**src/rtl/hazard_ctrl_if.sv**
```systemverilog
// hazard_ctrl_if: hazard information from the ID/EX stages and the pipeline-register
// enables returned by hazard_ctrl.
//   master : pipeline side, drives hazard information, receives enables/status
//   slave  : hazard_ctrl side
// Signals:
//   ID_RS1, ID_RS2, ID_USES_RS1, ID_USES_RS2  ID instruction source operands
//   EX_RD, EX_REG_EN, EX_IS_LOAD, EX_IS_DIV   EX instruction destination/kind
//   EX_BRANCH_TAKEN                           taken branch/jump resolved in EX
//   STALL_PC, STALL_IF_ID, FLUSH_IF_ID,
//   STALL_ID_EX, FLUSH_ID_EX, BUBBLE_EX_MA    pipeline-register enables
//   DIV_START                                 one-cycle divider start pulse
//   STATE                                     RUN=00, DIV_BUSY=10, FLUSH=11
//   STALL_COUNT                               cycles with STALL_PC=1 (wraps)
interface hazard_ctrl_if;
    logic [4:0]  ID_RS1;
    logic [4:0]  ID_RS2;
    logic        ID_USES_RS1;
    logic        ID_USES_RS2;
    logic [4:0]  EX_RD;
    logic        EX_REG_EN;
    logic        EX_IS_LOAD;
    logic        EX_IS_DIV;
    logic        EX_BRANCH_TAKEN;
    logic        STALL_PC;
    logic        STALL_IF_ID;
    logic        FLUSH_IF_ID;
    logic        STALL_ID_EX;
    logic        FLUSH_ID_EX;
    logic        BUBBLE_EX_MA;
    logic        DIV_START;
    logic [1:0]  STATE;
    logic [31:0] STALL_COUNT;

    modport master (
        output ID_RS1, ID_RS2, ID_USES_RS1, ID_USES_RS2,
        output EX_RD, EX_REG_EN, EX_IS_LOAD, EX_IS_DIV, EX_BRANCH_TAKEN,
        input  STALL_PC, STALL_IF_ID, FLUSH_IF_ID, STALL_ID_EX, FLUSH_ID_EX,
        input  BUBBLE_EX_MA, DIV_START, STATE, STALL_COUNT
    );

    modport slave (
        input  ID_RS1, ID_RS2, ID_USES_RS1, ID_USES_RS2,
        input  EX_RD, EX_REG_EN, EX_IS_LOAD, EX_IS_DIV, EX_BRANCH_TAKEN,
        output STALL_PC, STALL_IF_ID, FLUSH_IF_ID, STALL_ID_EX, FLUSH_ID_EX,
        output BUBBLE_EX_MA, DIV_START, STATE, STALL_COUNT
    );
endinterface

```
**src/rtl/hazard_ctrl.sv**
```systemverilog
// hazard_ctrl: pipeline sequencing controller for the five-stage core. Resolves load-use
// stalls, multi-cycle divide occupancy of EX and taken-branch redirect bubbles, and counts
// stalled cycles. MA/WB is never stalled.
// Parameters:
//   DIV_LATENCY    stall cycles charged to a divide in EX (1..255)
//   REDIRECT_EXTRA extra IF/ID flush cycles after a taken branch (0..7)
// Ports:
//   CLK      rising-edge clock
//   RESET_N  asynchronous active-low reset; forces every enable to 0 while low
//   bus      hazard_ctrl_if slave modport (hazard inputs, enables, STATE, STALL_COUNT)
module hazard_ctrl #(
    parameter int unsigned DIV_LATENCY    = 33,
    parameter int unsigned REDIRECT_EXTRA = 1
) (
    input logic         CLK,
    input logic         RESET_N,
    hazard_ctrl_if.slave bus
);

    typedef enum logic [1:0] {
        StRun     = 2'b00,
        StDivBusy = 2'b10,
        StFlush   = 2'b11
    } state_e;

    localparam logic [7:0] DivCntInit   = 8'(DIV_LATENCY - 1);
    localparam logic [7:0] FlushCntInit = (REDIRECT_EXTRA > 0) ? 8'(REDIRECT_EXTRA - 1) : 8'd0;

    state_e      state_q, state_d;
    logic [7:0]  cnt_q, cnt_d;
    logic [31:0] stall_count_q;

    logic load_use;
    logic stall_pc, stall_if_id, flush_if_id, stall_id_ex, flush_id_ex, bubble_ex_ma;
    logic div_start;

    assign load_use = bus.EX_IS_LOAD & bus.EX_REG_EN & (bus.EX_RD != 5'd0) &
                      ((bus.ID_USES_RS1 & (bus.ID_RS1 == bus.EX_RD)) |
                       (bus.ID_USES_RS2 & (bus.ID_RS2 == bus.EX_RD)));

    always_comb begin
        state_d      = state_q;
        cnt_d        = cnt_q;
        stall_pc     = 1'b0;
        stall_if_id  = 1'b0;
        flush_if_id  = 1'b0;
        stall_id_ex  = 1'b0;
        flush_id_ex  = 1'b0;
        bubble_ex_ma = 1'b0;
        div_start    = 1'b0;
        unique case (state_q)
            StRun: begin
                // Priority: divide, then branch, then load-use.
                if (bus.EX_IS_DIV) begin
                    div_start    = 1'b1;
                    stall_pc     = 1'b1;
                    stall_if_id  = 1'b1;
                    stall_id_ex  = 1'b1;
                    bubble_ex_ma = 1'b1;
                    cnt_d        = DivCntInit;
                    state_d      = StDivBusy;
                end else if (bus.EX_BRANCH_TAKEN) begin
                    flush_if_id = 1'b1;
                    flush_id_ex = 1'b1;
                    if (REDIRECT_EXTRA > 0) begin
                        cnt_d   = FlushCntInit;
                        state_d = StFlush;
                    end
                end else if (load_use) begin
                    stall_pc    = 1'b1;
                    stall_if_id = 1'b1;
                    flush_id_ex = 1'b1;
                end
            end
            StDivBusy: begin
                // CNT==0 is the release cycle: EX/MA captures the divide result.
                if (cnt_q != 8'd0) begin
                    stall_pc     = 1'b1;
                    stall_if_id  = 1'b1;
                    stall_id_ex  = 1'b1;
                    bubble_ex_ma = 1'b1;
                    cnt_d        = cnt_q - 8'd1;
                end else begin
                    state_d = StRun;
                end
            end
            StFlush: begin
                flush_if_id = 1'b1;
                if (cnt_q != 8'd0) begin
                    cnt_d = cnt_q - 8'd1;
                end else begin
                    state_d = StRun;
                end
            end
            default: begin
                state_d = StRun;
                cnt_d   = 8'd0;
            end
        endcase
    end

    always_ff @(posedge CLK or negedge RESET_N) begin
        if (!RESET_N) begin
            state_q       <= StRun;
            cnt_q         <= 8'd0;
            stall_count_q <= 32'd0;
        end else begin
            state_q <= state_d;
            cnt_q   <= cnt_d;
            if (stall_pc) begin
                stall_count_q <= stall_count_q + 32'd1;
            end
        end
    end

    // Reset forces the enables low even though RUN decodes them from live inputs.
    assign bus.STALL_PC     = RESET_N & stall_pc;
    assign bus.STALL_IF_ID  = RESET_N & stall_if_id;
    assign bus.FLUSH_IF_ID  = RESET_N & flush_if_id;
    assign bus.STALL_ID_EX  = RESET_N & stall_id_ex;
    assign bus.FLUSH_ID_EX  = RESET_N & flush_id_ex;
    assign bus.BUBBLE_EX_MA = RESET_N & bubble_ex_ma;
    assign bus.DIV_START    = RESET_N & div_start;
    assign bus.STATE        = state_q;
    assign bus.STALL_COUNT  = stall_count_q;

endmodule

```
**src/flat_wrapper.sv**
```systemverilog
// flat-port wrapper written by rule: the top's interface ports become plain ports
module hazard_ctrl_flat 
#(
    parameter int unsigned DIV_LATENCY    = 33,
    parameter int unsigned REDIRECT_EXTRA = 1
)
  (CLK, RESET_N, bus_ID_RS1, bus_ID_RS2, bus_ID_USES_RS1, bus_ID_USES_RS2, bus_EX_RD, bus_EX_REG_EN, bus_EX_IS_LOAD, bus_EX_IS_DIV, bus_EX_BRANCH_TAKEN, bus_STALL_PC, bus_STALL_IF_ID, bus_FLUSH_IF_ID, bus_STALL_ID_EX, bus_FLUSH_ID_EX, bus_BUBBLE_EX_MA, bus_DIV_START, bus_STATE, bus_STALL_COUNT);
  hazard_ctrl_if bus_i ();
  input logic CLK;
  input logic RESET_N;
  input wire logic [$bits(bus_i.ID_RS1)-1:0] bus_ID_RS1;
  input wire logic [$bits(bus_i.ID_RS2)-1:0] bus_ID_RS2;
  input wire logic [$bits(bus_i.ID_USES_RS1)-1:0] bus_ID_USES_RS1;
  input wire logic [$bits(bus_i.ID_USES_RS2)-1:0] bus_ID_USES_RS2;
  input wire logic [$bits(bus_i.EX_RD)-1:0] bus_EX_RD;
  input wire logic [$bits(bus_i.EX_REG_EN)-1:0] bus_EX_REG_EN;
  input wire logic [$bits(bus_i.EX_IS_LOAD)-1:0] bus_EX_IS_LOAD;
  input wire logic [$bits(bus_i.EX_IS_DIV)-1:0] bus_EX_IS_DIV;
  input wire logic [$bits(bus_i.EX_BRANCH_TAKEN)-1:0] bus_EX_BRANCH_TAKEN;
  output wire logic [$bits(bus_i.STALL_PC)-1:0] bus_STALL_PC;
  output wire logic [$bits(bus_i.STALL_IF_ID)-1:0] bus_STALL_IF_ID;
  output wire logic [$bits(bus_i.FLUSH_IF_ID)-1:0] bus_FLUSH_IF_ID;
  output wire logic [$bits(bus_i.STALL_ID_EX)-1:0] bus_STALL_ID_EX;
  output wire logic [$bits(bus_i.FLUSH_ID_EX)-1:0] bus_FLUSH_ID_EX;
  output wire logic [$bits(bus_i.BUBBLE_EX_MA)-1:0] bus_BUBBLE_EX_MA;
  output wire logic [$bits(bus_i.DIV_START)-1:0] bus_DIV_START;
  output wire logic [$bits(bus_i.STATE)-1:0] bus_STATE;
  output wire logic [$bits(bus_i.STALL_COUNT)-1:0] bus_STALL_COUNT;
  assign bus_i.ID_RS1 = bus_ID_RS1;
  assign bus_i.ID_RS2 = bus_ID_RS2;
  assign bus_i.ID_USES_RS1 = bus_ID_USES_RS1;
  assign bus_i.ID_USES_RS2 = bus_ID_USES_RS2;
  assign bus_i.EX_RD = bus_EX_RD;
  assign bus_i.EX_REG_EN = bus_EX_REG_EN;
  assign bus_i.EX_IS_LOAD = bus_EX_IS_LOAD;
  assign bus_i.EX_IS_DIV = bus_EX_IS_DIV;
  assign bus_i.EX_BRANCH_TAKEN = bus_EX_BRANCH_TAKEN;
  assign bus_STALL_PC = bus_i.STALL_PC;
  assign bus_STALL_IF_ID = bus_i.STALL_IF_ID;
  assign bus_FLUSH_IF_ID = bus_i.FLUSH_IF_ID;
  assign bus_STALL_ID_EX = bus_i.STALL_ID_EX;
  assign bus_FLUSH_ID_EX = bus_i.FLUSH_ID_EX;
  assign bus_BUBBLE_EX_MA = bus_i.BUBBLE_EX_MA;
  assign bus_DIV_START = bus_i.DIV_START;
  assign bus_STATE = bus_i.STATE;
  assign bus_STALL_COUNT = bus_i.STALL_COUNT;
  hazard_ctrl #(.DIV_LATENCY(DIV_LATENCY), .REDIRECT_EXTRA(REDIRECT_EXTRA)) u_core (.CLK(CLK), .RESET_N(RESET_N), .bus(bus_i));
endmodule
```
**config.mk**
```make
export PLATFORM = sky130hd
export DESIGN_NAME = hazard_ctrl_flat
export DESIGN_NICKNAME = d
export VERILOG_FILES = /design/src/rtl/hazard_ctrl_if.sv /design/src/rtl/hazard_ctrl.sv /design/src/flat_wrapper.sv
export SDC_FILE = /design/constraint.sdc
export NUM_CORES = 1
export LEC_CHECK = 0
export ABC_AREA = 1
export CORE_MARGIN = 3
export CORE_UTILIZATION = 47
export DETAILED_ROUTE_END_ITERATION = 16
export HOLD_SLACK_MARGIN = 0.15
export PLACE_DENSITY = 0.77
export SETUP_SLACK_MARGIN = 0.15
export SLEW_MARGIN = 20
export SYNTH_ARGS = -nofsm -noshare
export SYNTH_HDL_FRONTEND = slang
export SYNTH_SLANG_ARGS = --single-unit
```
**constraint.sdc**
```tcl
create_clock -name CLK -period 1.9 [get_ports CLK]
set_input_delay 0.38 -clock CLK [delete_from_list [all_inputs] [get_ports CLK]]
set_output_delay 0.38 -clock CLK [all_outputs]
set_load 0.005 [all_outputs]
```
==> impl_metrics.csv <==
group,metric,value,unit
grt,grt_pass1_vias,3305,
power,switching_share,39.8,%
detailed_routing,vias,3396,
floorplan,num_rows,28,
placement,postPlaceCellArea,3930,um2
detailed_routing,firstDrtPassIters,5,
logic_synthesis,synth-compound-area-share,2.67,%
worst_hold_path,min_path_type,"in2async",
floorplan,die_area,7580,um2
clock_tree,htree_levels,2,
worst_setup_path,critPathCaptureType,"primary output",
power,p_comb_share,55.2,%
logic_synthesis,yosysTopAreaCellShare,34.0,%
placement,gp_congestion,0.964,
worst_setup_path,r2r-start,"u_core.cnt_q[0]",
floorplan,coreArea,6130,um2
layout,fin_area,4310,um2
clock_tree,clockRootBuffer,"clkbuf_8",
worst_setup_path,crit_type,"reg2out",
timing,relSlewSlack,69.4,%
timing,setup_viol,0,
detailed_routing,post_drt_via_cell_ratio,5.22,
worst_setup_path,crit_fanout,3,
outcome,run_status,"finished clean",
placement,hpwlAfterDp,6390,um
layout,num-fill-cells,521,
layout,nNetsFinal,604,
logic_synthesis,synth_top_family_by_area,"simple AND/OR/NAND/NOR gates",
grt,grt_util_all_layers,23.7,%
detailed_routing,first_iter_violations,222,
grt,grt_pass1_wl,14600,um
worst_setup_path,reg2reg_depth,11,
layout,diodes,0,
worst_setup_path,cp.required,1.52,ns
power,ir_drop,0.877,mV
detailed_routing,totalWireLength,9060,um
clock_tree,clock_path_buffers,2,
timing,post-route-period-util,99.8,%
logic_synthesis,synth.avg_cell_area,6.46,um2
logic_synthesis,synthMuxAreaShare,0,%
floorplan,initial_core_util,50.4,%
logic_synthesis,synthSimpleGateAreaFrac,44.9,%
logic_synthesis,synthDistinctLibCells,24,
worst_setup_path,worstSetupStartpointType,"flop",
clock_tree,cts_buffers,5,
layout,final_cells,650,
power,totalPowerFinal,4.53,mW
power,intPower,2.73,mW
logic_synthesis,synth_fa_ha_area_share,2.84,%
timing,tightest_slew,0.458,ns
logic_synthesis,synth-edff-count,0,
logic_synthesis,synthesis.area,3090,um2
clock_tree,cts_tree,"done",
logic_synthesis,ys_ff_latch,42,
logic_synthesis,async_reset_ff_share,100,%
logic_synthesis,ys_seq_area_share,34.0,%
logic_synthesis,yosys-top-cells-area,"dfrtp_1 (34%), nand2_1 (23%), nand3_1 (7.9%), nor2_1 (7.2%), inv_1 (6.2%)",
grt,grt_max_degree,37,
floorplan,dieWidth,87.1,um
grt,gr-total-overflow,0,
clock_tree,clk_latency,0.31,ns
worst_setup_path,reg2reg_slack,0.18,ns
timing,finClkSkew,0.0105,ns
timing,drv_slew,0,
power,clockPowerShare,19.4,%
logic_synthesis,synth_top_cell_by_area,"dfrtp_1",
logic_synthesis,synth_xor_area_share,6.24,%
power,power_switching,1.81,mW
worst_setup_path,arrival,1.52,ns
layout,regArea,1050,um2
power,cellPowerDensity,1050,nW/um2
detailed_routing,drc_errors,0,
detailed_routing,wire_per_inst,13.9,um
logic_synthesis,synthesis.instances,478,
run,cap_violations,0,
grt,antenna_found_initial,0,
timing,period_needed,1.90,ns
power,p_seq_share,25.4,%
power,p_leak,2.16,nW
logic_synthesis,synthesis.nets,508,
placement,port_buffers,63,
logic_synthesis,synth-main-ff-cell,"dfrtp_1",
layout,multi_input_area,1900,um2
layout,drive_gt1_share,19.0,%
clock_tree,clock_sinks,42,
layout,syn2layout_area_growth,39.6,%
logic_synthesis,synth_most_common_cell,"nand2_1",
placement,dp.cells,629,
clock_tree,path_clk_slew,0.09,ns
detailed_routing,ant_nets,0,
floorplan,io_pins,64,
floorplan,die_h,87.1,um
logic_synthesis,synthTopCellsByCount,"nand2_1 (189), nor2_1 (59), inv_1 (51)",
timing,rsz0062_at_grt,"yes",
logic_synthesis,yosysWarningCount,0,
worst_setup_path,r2r-end,"u_core.bus.STALL_COUNT[14]",
timing,max_freq,527,MHz
timing,finalHoldViolCount,0,
## registers in the layout (all words and copies together) (netlist names)
register,flops
u_core.bus.STALL_COUNT,32
u_core.bus.STATE,2
u_core.cnt_q,8
## worst max-delay path by stage
stage,from,end,slack [ns],cells past startpoint
after CTS,u_core.cnt_q[0],bus_STALL_IF_ID,-0.003,7
after detailed placement,bus_EX_RD[3],bus_STALL_PC,-0.65,10
final,u_core.bus.STATE[0],bus_STALL_IF_ID,0.004,7
after global routing,u_core.bus.STATE[1],bus_FLUSH_IF_ID,-0.07,8
after global placement,bus_EX_RD[4],bus_STALL_PC,-0.59,10
after floorplan,u_core.bus.STATE[1],bus_STALL_PC,0.12,8
## stage by stage
stage               hold slack [ns]  setup WS (ns)  utilization, %  setup TNS (ns)
floorplan                    0.0844          0.118               -               0
global placement              0.396         -0.589            64.2          -11.33
detailed placement            0.394         -0.648            64.2          -13.36
CTS                           0.229       -0.00311            67.2        -0.00508
global route                  0.263        -0.0675            70.3          -0.236
finish                        0.208        0.00352            70.3               0
## cell usage in the layout (no fill, tap or decap), drive strengths merged, types with 7 or more instances in the layout
master | Yosys | routed
nand3b | 8 | 8
o21ai | 8 | 8
buf | 12 | 47
clkdlybuf4s50 | 0 | 35
nor3 | 9 | 9
nor2 | 63 | 63
dlygate4sd2 | 0 | 9
nand3 | 51 | 51
ha | 7 | 7
xor2 | 18 | 18
nand2 | 190 | 190
inv | 54 | 54
dfrtp | 42 | 42
## kinds of logic (layout without fill, tap and decap cells)
group                    count (synthesis)  after routing
AND/OR/NAND/NOR                        326            326
flip-flops                              42             42
adder cells (fa/ha/maj)                  7              7
buffers and inverters                   66            163
XOR/XNOR                                22             22
AO/OA/AOI/OAI                           15             15
## metal layers
metal  up-vias  wire, um  GRT usage, %
li1       1679         -             -
met1      1599      3570          27.3
met2       103      4800          43.9
met3        15       529          5.01
met4         0       159          6.37
met5         -         0             0
## what timing repair did
| item | 4_1_cts | 5_1_grt |
|---|---|---|
| hold endpoints to repair | 6 | 0 |
| pin swaps | 27 | 5 |
| cloned | 0 | 1 |
| resized for setup | 89 | 33 |
| buffers inserted | 3 | 8 |
| setup endpoints to repair | 40 | 50 |
| hold buffers | 1 | 0 |
## worst max-delay path: stages (launching register included)
cell and delay [ns]:
dfrtp_1 0.40, inv_2 0.11, ha_4 0.17, inv_4 0.04, nor2_4 0.11, nand3_4 0.10
a21oi_4 0.16, buf_2 0.13
## layout make-up
cell class / count / share of cell area, %
multi-input cells: 370 / 44.2
flip-flops and latches: 42 / 24.5
repair buffers: 101 / 21.2
inverters: 54 / 4.76
well taps: 75 / 2.18
clock buffers: 5 / 1.60
clock inverters: 3 / 1.60
## power groups by stage
| stage | combinational, mW | sequential, mW | clock [mW] |
|---|---|---|---|
| after floorplan | 1.20 | 1.16 | 0 |
| after global placement | 1.83 | 1.15 | 0 |
| after detailed placement | 1.88 | 1.15 | 0 |
| after CTS | 2.01 | 1.15 | 0.877 |
| after global routing | 2.73 | 1.17 | 0.919 |
| final | 2.50 | 1.15 | 0.877 |
No activity file was read; power rests on OpenSTA's default activity.
==> patch: new RTL, same settings <==
Make the reset (`RESET_N`) synchronous in one clocked block. Comments in the files are not updated.
--- a/src/rtl/hazard_ctrl.sv
+++ b/src/rtl/hazard_ctrl.sv
@@ -100,5 +100,5 @@
     end
 
-    always_ff @(posedge CLK or negedge RESET_N) begin
+    always_ff @(posedge CLK) begin
         if (!RESET_N) begin
             state_q       <= StRun;
Check against the original RTL: differs if RESET_N is asserted again (counterexample within 4 cycles, from zero or initial values and one cycle with RESET_N low); with RESET_N held inactive, the same outputs for 10 cycles.
==> patch against the unedited design <==
The run now ends with setup timing left; highest routed layer unchanged; worst setup slack lost 0.097 ns; routed wire length grew 8.6%; power grew 16%; sequential cell count is the same; non-clock buffer count grew 9; worst hold slack gained 0.26 ns; first-iteration DRC count grew 14%; final area grew 4.7%; area after synthesis shrank 2.9%; critical path depth grew 3.
==> patch: results (changes against the unedited design) <==
| Metric | Value |
|---|---|
| DR vias | `3,603 (+6.1%)` |
| Launch point of the worst reg-to-reg path | `u_core.cnt_q[1]` |
| Status | `complete, but fails checks` |
| Core area | `6060 um2 (-1.1%)` |
| Violated checks | `setup timing` |
| Avg WL per Cell | `14.5 um (+4.2%)` |
| M2 GR Usage | `45.5% (+1.6 points)` |
| DRT iter0 DRCs | `254 (+14%)` |
| Peak supply drop | `1.05 mV (+20%)` |
| Slew @ Worst Pin | `0.378 ns (-0.0800 ns)` |
| Syn_nets | `529 (+4.1%)` |
| Synthesized instance count | `499 (+4.4%)` |
| Non-clock inverters | `61 (+13%)` |
| Sequential fraction of the synthesis area | `28.0% (-6.0 points)` |
| Netlist cell types | `30 (+25%)` |
| Post-CTS Resized | `88 (-1.1%)` |
| Ys flop type | `dfxtp_1` |
| Worst Slack Setup Final | `-0.0931 ns (-0.0966 ns)` |
| Final net count | `631 (+4.5%)` |
| FFs & Latches | `42 (unchanged)` |
| Global-route wire length before repair | `15.0 mm (+2.6%)` |
| Vias in the first global route | `3,269 (-1.1%)` |
| Most frequent cells after synthesis | `nand2_1, nor2_1, inv_1, nand3_1, dfxtp_1` |
| Inst Count DP | `654 (+4.0%)` |
| R2R depth | `12 (+1)` |
| Clock-cell share of area | `3.05% (-0.14 points)` |
| Gpl congestion | `0.942 (-2.3%)` |
| LEAKAGE | `2.06 nW (-5.0%)` |
| Final setup fails | `4 (+4)` |
| Post-CTS Setup Inserts | `9 (+6)` |
| Hold Path Class | `flip-flop to flip-flop` |
| Setup_tns | `-0.184 ns (-0.184 ns)` |
[patch: changes by cell type after synthesis, moves of 5 or more]
cell | unedited run | this run
clkbuf_1 | 0 | 5
a21oi_1 | 2 | 36
xor2_1 | 18 | 12
nand3_1 | 49 | 54
nor3_1 | 7 | 13
dfxtp_1 | 0 | 42
nand2_1 | 189 | 161
dfrtp_1 | 42 | 0
[patch: cell families after synthesis]
logic type,after synthesis,share of synthesized area (%)
flops,42,28.0
simple gates,309,45.0
xor+xnor,17,4.96
fa+ha+maj,7,2.92
compound gates,48,8.72
buf+inv,76,10.4
[patch: metal layers]
layer / vias to the layer above / wire length (um)
met3: 30 / 641
li1: 1784 / -
met2: 131 / 4930
met4: 0 / 316
met5: - / 0
met1: 1658 / 3940
[patch: critical path: stages, from the launching register on]
cell     delay (ns)
dfxtp_2        0.33
inv_2          0.07
ha_4           0.14
nand3_4        0.06
nor2_4         0.12
o21a_1         0.18
buf_6          0.13
nand2_4        0.05
inv_4          0.07
nor2_4         0.03
buf_2          0.13
